### config.mk
export PLATFORM = sky130hd
export DESIGN_NAME = output_port_serializer
export DESIGN_NICKNAME = d
export VERILOG_FILES = /design/src/rtl/output_port_serializer.sv
export SDC_FILE = /design/constraint.sdc
export NUM_CORES = 1
export LEC_CHECK = 0
export ABC_CLOCK_PERIOD_IN_PS = 4200
export CAP_MARGIN = 0
export CELL_PAD_IN_SITES_DETAIL_PLACEMENT = 0
export CELL_PAD_IN_SITES_GLOBAL_PLACEMENT = 1
export CORE_MARGIN = 10
export CORE_UTILIZATION = 30
export CTS_BUF_LIST = sky130_fd_sc_hd__clkbuf_4
export DETAILED_ROUTE_END_ITERATION = 8
export PLACE_DENSITY_LB_ADDON = 0.1
export SLEW_MARGIN = 40
export SYNTH_ARGS = -nofsm -noshare
export SYNTH_HDL_FRONTEND = slang
export SYNTH_SLANG_ARGS = --single-unit
export TNS_END_PERCENT = 100
### constraint.sdc
create_clock -name clk -period 4.2 [get_ports clk]
set_clock_uncertainty 0.15 [all_clocks]
set_input_delay 0.84 -clock clk [delete_from_list [all_inputs] [get_ports clk]]
set_output_delay 0.84 -clock clk [all_outputs]
set_load 0.03 [all_outputs]
### src/rtl/output_port_serializer.sv
// rtl/output_port_serializer.sv - UART-style serializer for the processor output register
//
// Sends each accepted word as one frame on TxOut: a start bit (0), LENGTH data
// bits LSB first, then a stop bit (1). Every bit is held for CLKS_PER_BIT clocks.
// A one-entry holding buffer lets the next word be posted while a frame is shifting.
//
// Ports:
//   clk        system clock, rising edge
//   Reset      synchronous, active-high reset
//   DataIn     word to transmit, sampled only when DataValid && Ready
//   DataValid  DataIn valid this cycle
//   Ready      holding buffer empty
//   TxOut      serial line, idles high
//   Busy       frame in progress
//   Done       one-cycle pulse after a frame's stop bit completes
module output_port_serializer #(
    parameter int LENGTH       = 16,
    parameter int CLKS_PER_BIT = 4
) (
    input  logic              clk,
    input  logic              Reset,
    input  logic [LENGTH-1:0] DataIn,
    input  logic              DataValid,
    output logic              Ready,
    output logic              TxOut,
    output logic              Busy,
    output logic              Done
);

    localparam int CW = (CLKS_PER_BIT > 1) ? $clog2(CLKS_PER_BIT) : 1;
    localparam int BW = (LENGTH > 1) ? $clog2(LENGTH) : 1;
    localparam logic [CW-1:0] CYC_LAST = CW'(CLKS_PER_BIT - 1);
    localparam logic [BW-1:0] BIT_LAST = BW'(LENGTH - 1);

    typedef enum logic [1:0] {
        IDLE  = 2'd0,
        START = 2'd1,
        DATA  = 2'd2,
        STOP  = 2'd3
    } state_t;

    state_t            state_q, state_d;
    logic [LENGTH-1:0] buf_q, buf_d;
    logic              buf_full_q, buf_full_d;
    logic [LENGTH-1:0] shift_q, shift_d;
    logic [CW-1:0]     cyc_q, cyc_d;
    logic [BW-1:0]     bit_q, bit_d;
    logic              done_q, done_d;

    logic accept;
    logic bit_end;
    logic stop_end;
    logic load;

    always_comb begin
        accept   = DataValid && !buf_full_q;
        bit_end  = (cyc_q == CYC_LAST);
        stop_end = (state_q == STOP) && bit_end;
        // A pending word follows the previous frame with no idle gap.
        load     = buf_full_q && ((state_q == IDLE) || stop_end);

        state_d    = state_q;
        buf_d      = buf_q;
        buf_full_d = buf_full_q;
        shift_d    = shift_q;
        cyc_d      = cyc_q;
        bit_d      = bit_q;
        done_d     = 1'b0;

        // Accept and load are exclusive: accept needs an empty buffer, load a full one.
        if (accept) begin
            buf_d      = DataIn;
            buf_full_d = 1'b1;
        end else if (load) begin
            buf_full_d = 1'b0;
        end

        if (state_q != IDLE) begin
            cyc_d = bit_end ? '0 : cyc_q + 1'b1;
        end

        case (state_q)
            IDLE: begin
            end
            START: begin
                if (bit_end) state_d = DATA;
            end
            DATA: begin
                if (bit_end) begin
                    shift_d = shift_q >> 1;
                    if (bit_q == BIT_LAST) begin
                        state_d = STOP;
                    end else begin
                        bit_d = bit_q + 1'b1;
                    end
                end
            end
            STOP: begin
                if (bit_end) begin
                    done_d  = 1'b1;
                    state_d = IDLE;
                end
            end
            default: state_d = IDLE;
        endcase

        if (load) begin
            shift_d = buf_q;
            bit_d   = '0;
            cyc_d   = '0;
            state_d = START;
        end
    end

    always_ff @(posedge clk) begin
        if (Reset) begin
            state_q    <= IDLE;
            buf_q      <= '0;
            buf_full_q <= 1'b0;
            shift_q    <= '0;
            cyc_q      <= '0;
            bit_q      <= '0;
            done_q     <= 1'b0;
        end else begin
            state_q    <= state_d;
            buf_q      <= buf_d;
            buf_full_q <= buf_full_d;
            shift_q    <= shift_d;
            cyc_q      <= cyc_d;
            bit_q      <= bit_d;
            done_q     <= done_d;
        end
    end

    always_comb begin
        TxOut = 1'b1;
        case (state_q)
            IDLE:    TxOut = 1'b1;
            START:   TxOut = 1'b0;
            DATA:    TxOut = shift_q[0];
            STOP:    TxOut = 1'b1;
            default: TxOut = 1'b1;
        endcase
    end

    assign Ready = !buf_full_q;
    assign Busy  = (state_q != IDLE);
    assign Done  = done_q;

endmodule

==> Word-level counts from Yosys, hierarchy flattened <==
Cells that the tools add are included.
{ "op_classes": {"add_sub_neg": 2, "n_mul": 0, "div_mod_pow": 0, "magnitude_cmp": 0, "n_eq_ne": 13, "n_shift": 0, "mux": 14, "bitwise_logic": 2, "n_reduce_logical": 19} }
{ "op_table": {"columns": ["operator", "count"], "rows": [
  ["$mux 16", 3],
  ["$ne 3x3->1 const B", 4],
  ["$mux 2", 5],
  ["$reduce_and 5->1", 2],
  ["$ne 2x2->1 const B", 4],
  ["$reduce_bool 2->1", 4],
  ["$eq 2x2->1 const B", 3],
  ["$pmux 2 s3", 1],
  ["$reduce_or 2->1", 3],
  ["$add 4x1->4 const B", 1],
  ["$eq 4x4->1 const B", 1],
  ["$mux 1", 4],
  ["$reduce_bool 4->1", 1],
  ["$logic_and 1x1->1", 3],
  ["$pmux 1 s3", 1],
  ["$reduce_and 3->1", 1],
  ["$reduce_bool 3->1", 1],
  ["$add 2x1->2 const B", 1],
  ["$eq 2x1->1 const B", 1],
  ["$logic_not 2->1", 1],
  ["$not 1->1", 2],
  ["$reduce_and 2->1", 1],
  ["$logic_not 1->1", 1],
  ["$logic_or 1x1->1", 1]
]} }
{ "totals": {"ff_bits": 42, "latchBits": 0, "ram_bits": 0, "mem_bits_ro": 0, "elab_cells": 58, "n_memories": 0} }

==> Depth between registers and ports, before layout <==
{ "depth": {"ltp_word": 6, "ltp_mapped": 7} }

==> Least setup slack after synthesis <==
Ideal clock, no wire load.
{ "synth_path": {"path_kind": "register to output", "startpoint": "register state_q[0]", "endpoint": "output port TxOut", "arrival_time_ps": 1316, "t_required_ps": 3210, "path_slack_ps": 1894, "stages_incl_launch_ff": 6, "n_path_buf": 1, "cell_sequence": "dfxtp_1 -> inv_1 -> ha_1 -> buf_4 -> nand2_1 -> a21oi_1"} }
{ "synth_between": {"elab_chain_len": 3, "word_cells_on_any_way": 6, "classes_between": "eq/ne (3); mux (1); reduce/logical (2)"} }
{ "synth_rtl": {"columns": ["element", "line", "text"], "rows": [
  ["start, declared", "42", "state_t state_q, state_d;"],
  ["start signal, assigned", "125", "state_q <= state_d;"],
  ["$eq 2x2->1 / $logic_not 2->1 (equally long branches)", "137", "case (state_q)"],
  ["$reduce_or 2->1 (no source line)", null, null],
  ["$pmux 1 s3 *", "137", null],
  ["end, declared", "25", "output logic TxOut,"]
]} }
Every way passes the cells marked *; elsewhere a longest branch is shown, timed or not.

==> Worst setup path in the final report <==
{ "layout_path": {"startpoint": "register buf_full_q", "endpoint": "output port Ready"} }
{ "layout_between": {"elab_chain_len": 1} }
{ "layout_rtl": {"columns": ["element", "line", "text"], "rows": [
  ["start, declared", "44", "logic buf_full_q, buf_full_d;"],
  ["start signal, assigned", "127", "buf_full_q <= buf_full_d;"],
  ["$logic_not 1->1", "146", "assign Ready = !buf_full_q;"],
  ["end, declared", "24", "output logic Ready,"]
]} }
Every way passes these cells.

==> key figures <==
Power and ir drop
  – Total internal power: 755 uW
  – Switching power: 490 uW
  – Combinational group share of total power: 43.9%
  – Switch share: 39.3%
  – Max VDD drop: ~0.18 mV
  – Pwr dens: approximately 540 nW/um^2
  – Part of the power in the clock network: 15.8%
  – Sequential power share: 40.3%
  – Leakage power of the design: between 0.0008 and 0.0009 uW

Setup path
  – CP max stage delay: 0.80 ns
  – Worst EP required: between 3 and 4 ns
  – Total buffers and inverters traversed by the critical path: 3
  – Cells along the critical path: buf_4, inv_1, clkdlybuf4s50_1
  – Data arrival, critical path: 2.25 ns
  – Number of gates on the worst path with buffers counted: 3
  – Worst-case reg-to-reg path depth: 4
  – Startpoint of the worst-slack reg-to-reg timing path: cyc_q[0]
  – CP endpoint kind: output pin
  – R2r setup slk: approximately 1.8 ns
  – Critical register-to-register path endpoint: bit_q[3]
  – Cell family with most CP delay: buffers and inverters
  – Critical path type: register to output pin
  – CP max-delay cell: clkdlybuf4s50_1
  – Critical path fanouts, max: 21
  – Startpoint type of the worst setup path: register
  – Source of the critical timing path: buf_full_q

STA
  – Setup-failing EPs final: 0
  – Final hold violation count: 0
  – Final total negative setup slack: 0 ns
  – Post-route fraction of the period consumed by the critical path: approximately 77%
  – Relative slew slack: 50.6%
  – Fin crit period: between 3 and 4 ns
  – RSZ-0062 raised after global routing: no
  – Number of max-slew violations in the final report: 0
  – Worst Tran Pin Value: 0.741 ns
  – Achievable Freq: 309 MHz

Clock tree
  – Number of clock buffers inserted by TritonCTS: 5
  – TritonCTS clock tree: done
  – Number of sinks driven by the clock tree: 42
  – Post-CTS Repair Setup Buffers: 0
  – Hold_buf cts: 0
  – Clk_lat worst skew: ~0.34 ns
  – Max Buffers Root-to-Sink: 2
  – H-tree level count: 2
  – Clock root cell: clkbuf_4
  – Total of cells resized after clock tree synthesis: 0
  – Register clock-pin slew on the reported worst setup and hold paths: 0.11 ns

Global routing
  – Vias in the first global route: 1593
  – Combined global-route utilization of all metal layers: 9.27%
  – Largest net degree at the start of global routing: 29
  – Aggregate global routing overflow: 0
  – Wire length of the first global-routing pass: 7.78 mm
  – Number of antenna violations at the first check in global routing: 0

Route
  – Number of DRC violations after detailed routing: 0
  – Vias per inst: between 5 and 6
  – Number of vias in the routed layout: around 1700
  – Total routed wirelength: around 4.6 mm
  – Starting DRC count in detailed routing: slightly above 50
  – Routed wire length per instance: 14.2 um
  – Iteration count of the initial detailed-routing pass: 4
  – Antenna violation net count after detailed routing: 0

Placement
  – Detailed-placement wirelength estimate: about 3.1 mm
  – Number of buffers inserted by port buffering: 22
  – Post-Place Cells: about 320
  – Routability congestion estimate: 0.691

Logic synthesis
  – Area fraction of the dominant cell type after synthesis: roughly two fifths
  – Cell type with the largest total area after synthesis: dfxtp_1
  – Summed instance area of the synthesized netlist: 2050 sq um
  – #FFs+latches synth: 42
  – Syn nets: 259
  – Warnings, synthesis: 0
  – Fraction of the yosys area taken by sequential cells: 40.9%
  – Mapped Avg Cell Area: roughly 9 sq um
  – Synth top area cells: dfxtp_1, nor3_1, a221oi_2, nand2_1, a21oi_1
  – Distinct cell type count after synthesis: 35
  – Synthesized instance count: 232

Layout
  – Signed area change from the synthesized netlist to the final layout: 12.1%
  – Final nets: 271
  – Share of final-layout standard cells stronger than drive strength 1: between 10% and 20%
  – Post-layout instance count excluding filler cells: 325
  – Number of inserted diodes: 0
  – Count of filler cells inserted in the layout: 720

Floorplanning
  – Width of the die: 103 um
  – Initial core utilization: 30.6%
  – Die Area: 10600 sq um
  – Standard-cell row count: 30
  – Count of pins on the block boundary: 23
  – Standard cell core area: 6720 sq um
  – Overall die height: 103 um

Min path
  – Worst hold stages: 2
  – End point of the most critical hold path: buf_q[2]
  – Min-Delay Startpoint: buf_q[2]
  – Class of the most critical hold timing path: register to register

Status
  – Outcome: complete, no violations

Job
  – Max-cap violations: 0
## worst min-delay path, stage by stage (launching register included)
cell	delay, ns
dfxtp_1	0.33
nand2_1	0.05
a21oi_1	0.05
## flip-flops by register name, indices dropped and copies added, names as in the netlist
name        flops
Done            1
bit_q           4
buf_full_q      1
buf_q          16
cyc_q           2
shift_q        16
state_q         2
## layer usage
layer  routed length [um]  track usage [%]  up-vias  share of wire, %
li1                     -                -      858                 -
met3                  158             2.28        5               3.4
met4                   68             2.89        0               1.5
met1                 2300             11.7      772                50
met2                 2080             15.2       28                45
met5                    0                0        -                 0
## cell families after synthesis
group,Yosys count,share of synthesized area [%]
simple gates,97,22.9
flops,42,40.9
compound gates,53,20.6
buf+inv,29,9.20
mux,3,1.52
fa+ha+maj,8,4.87
## Yosys cell counts, drive strengths merged
cell    instances
a31o            1
nand3           3
mux2            1
o31ai           2
ha              8
nand2          34
a221oi         16
nor2b           1
a21oi          24
mux2i           2
dfxtp          42
o211ai          3
or3             4
o21bai          1
buf            15
nand4           1
a211o           1
a21o            1
nand2b          1
nor2            5
nor3           31
o221a           1
inv             7
and3           17
clkbuf          7
o21ai           3
## power groups by stage
stage	clock (uW)	combinational [uW]	sequential (uW)
4_1_cts	211	561	502
3_3_place_gp	0	564	511
6_report	197	547	501
5_1_grt	224	611	510
2_1_floorplan	0	473	502
3_5_place_dp	0	557	511
## layout by cell type (no fill, tap or decap)
cell type / instances
ha_1: 8
mux2_2: 1
and3_1: 16
clkbuf_4: 6
inv_1: 7
a31o_1: 1
nand2b_1: 1
clkinv_2: 1
buf_4: 5
nand3_1: 3
and3_2: 1
a21oi_1: 24
nand2_1: 33
o221a_1: 1
a21o_1: 1
o211ai_1: 3
o31ai_1: 2
nand2_2: 1
dfxtp_1: 42
clkinv_1: 1
or3_1: 4
nand4_1: 1
o21ai_2: 1
nor3_1: 31
a211o_1: 1
nor2_1: 5
o21ai_0: 2
o21bai_1: 1
a221oi_2: 10
a221oi_1: 6
nor2b_1: 1
mux2i_1: 2
clkdlybuf4s50_1: 22
## how the worst max path moves through the flow
| stage | endpoint | slack (ns) |
|---|---|---|
| finish | Ready | 0.96 |
| global route | Ready | 0.81 |
| CTS | Ready | 0.91 |
| detailed placement | Ready | 1.32 |
| global placement | Ready | 1.30 |
| floorplan | TxOut | 1.89 |
## cell type report
type	count	area, sq um	area share, %
clock inverter	2	8.76	0.380
inverter	7	26.3	1.14
clock buffer	6	45.0	1.96
sequential	42	841	36.5
multi-input combinational	161	1020	44.5
tap	80	100	4.35
timing repair buffer	27	258	11.2
## metrics by stage
| step | total power, uW | setup slack [ns] | util (%) | instance area, sq um | hold WS (ns) |
|---|---|---|---|---|---|
| after floorplan | 975 | 1.89 | - | 2050 | 0.286 |
| after global placement | 1070 | 1.30 | 33.5 | 2250 | 0.300 |
| after detailed placement | 1070 | 1.32 | 33.5 | 2250 | 0.300 |
| after CTS | 1270 | 0.914 | 34.3 | 2300 | 0.317 |
| after global routing | 1350 | 0.808 | 34.3 | 2300 | 0.332 |
| final | 1250 | 0.961 | 34.3 | 2300 | 0.311 |
No activity file was read; power rests on OpenSTA's default activity.
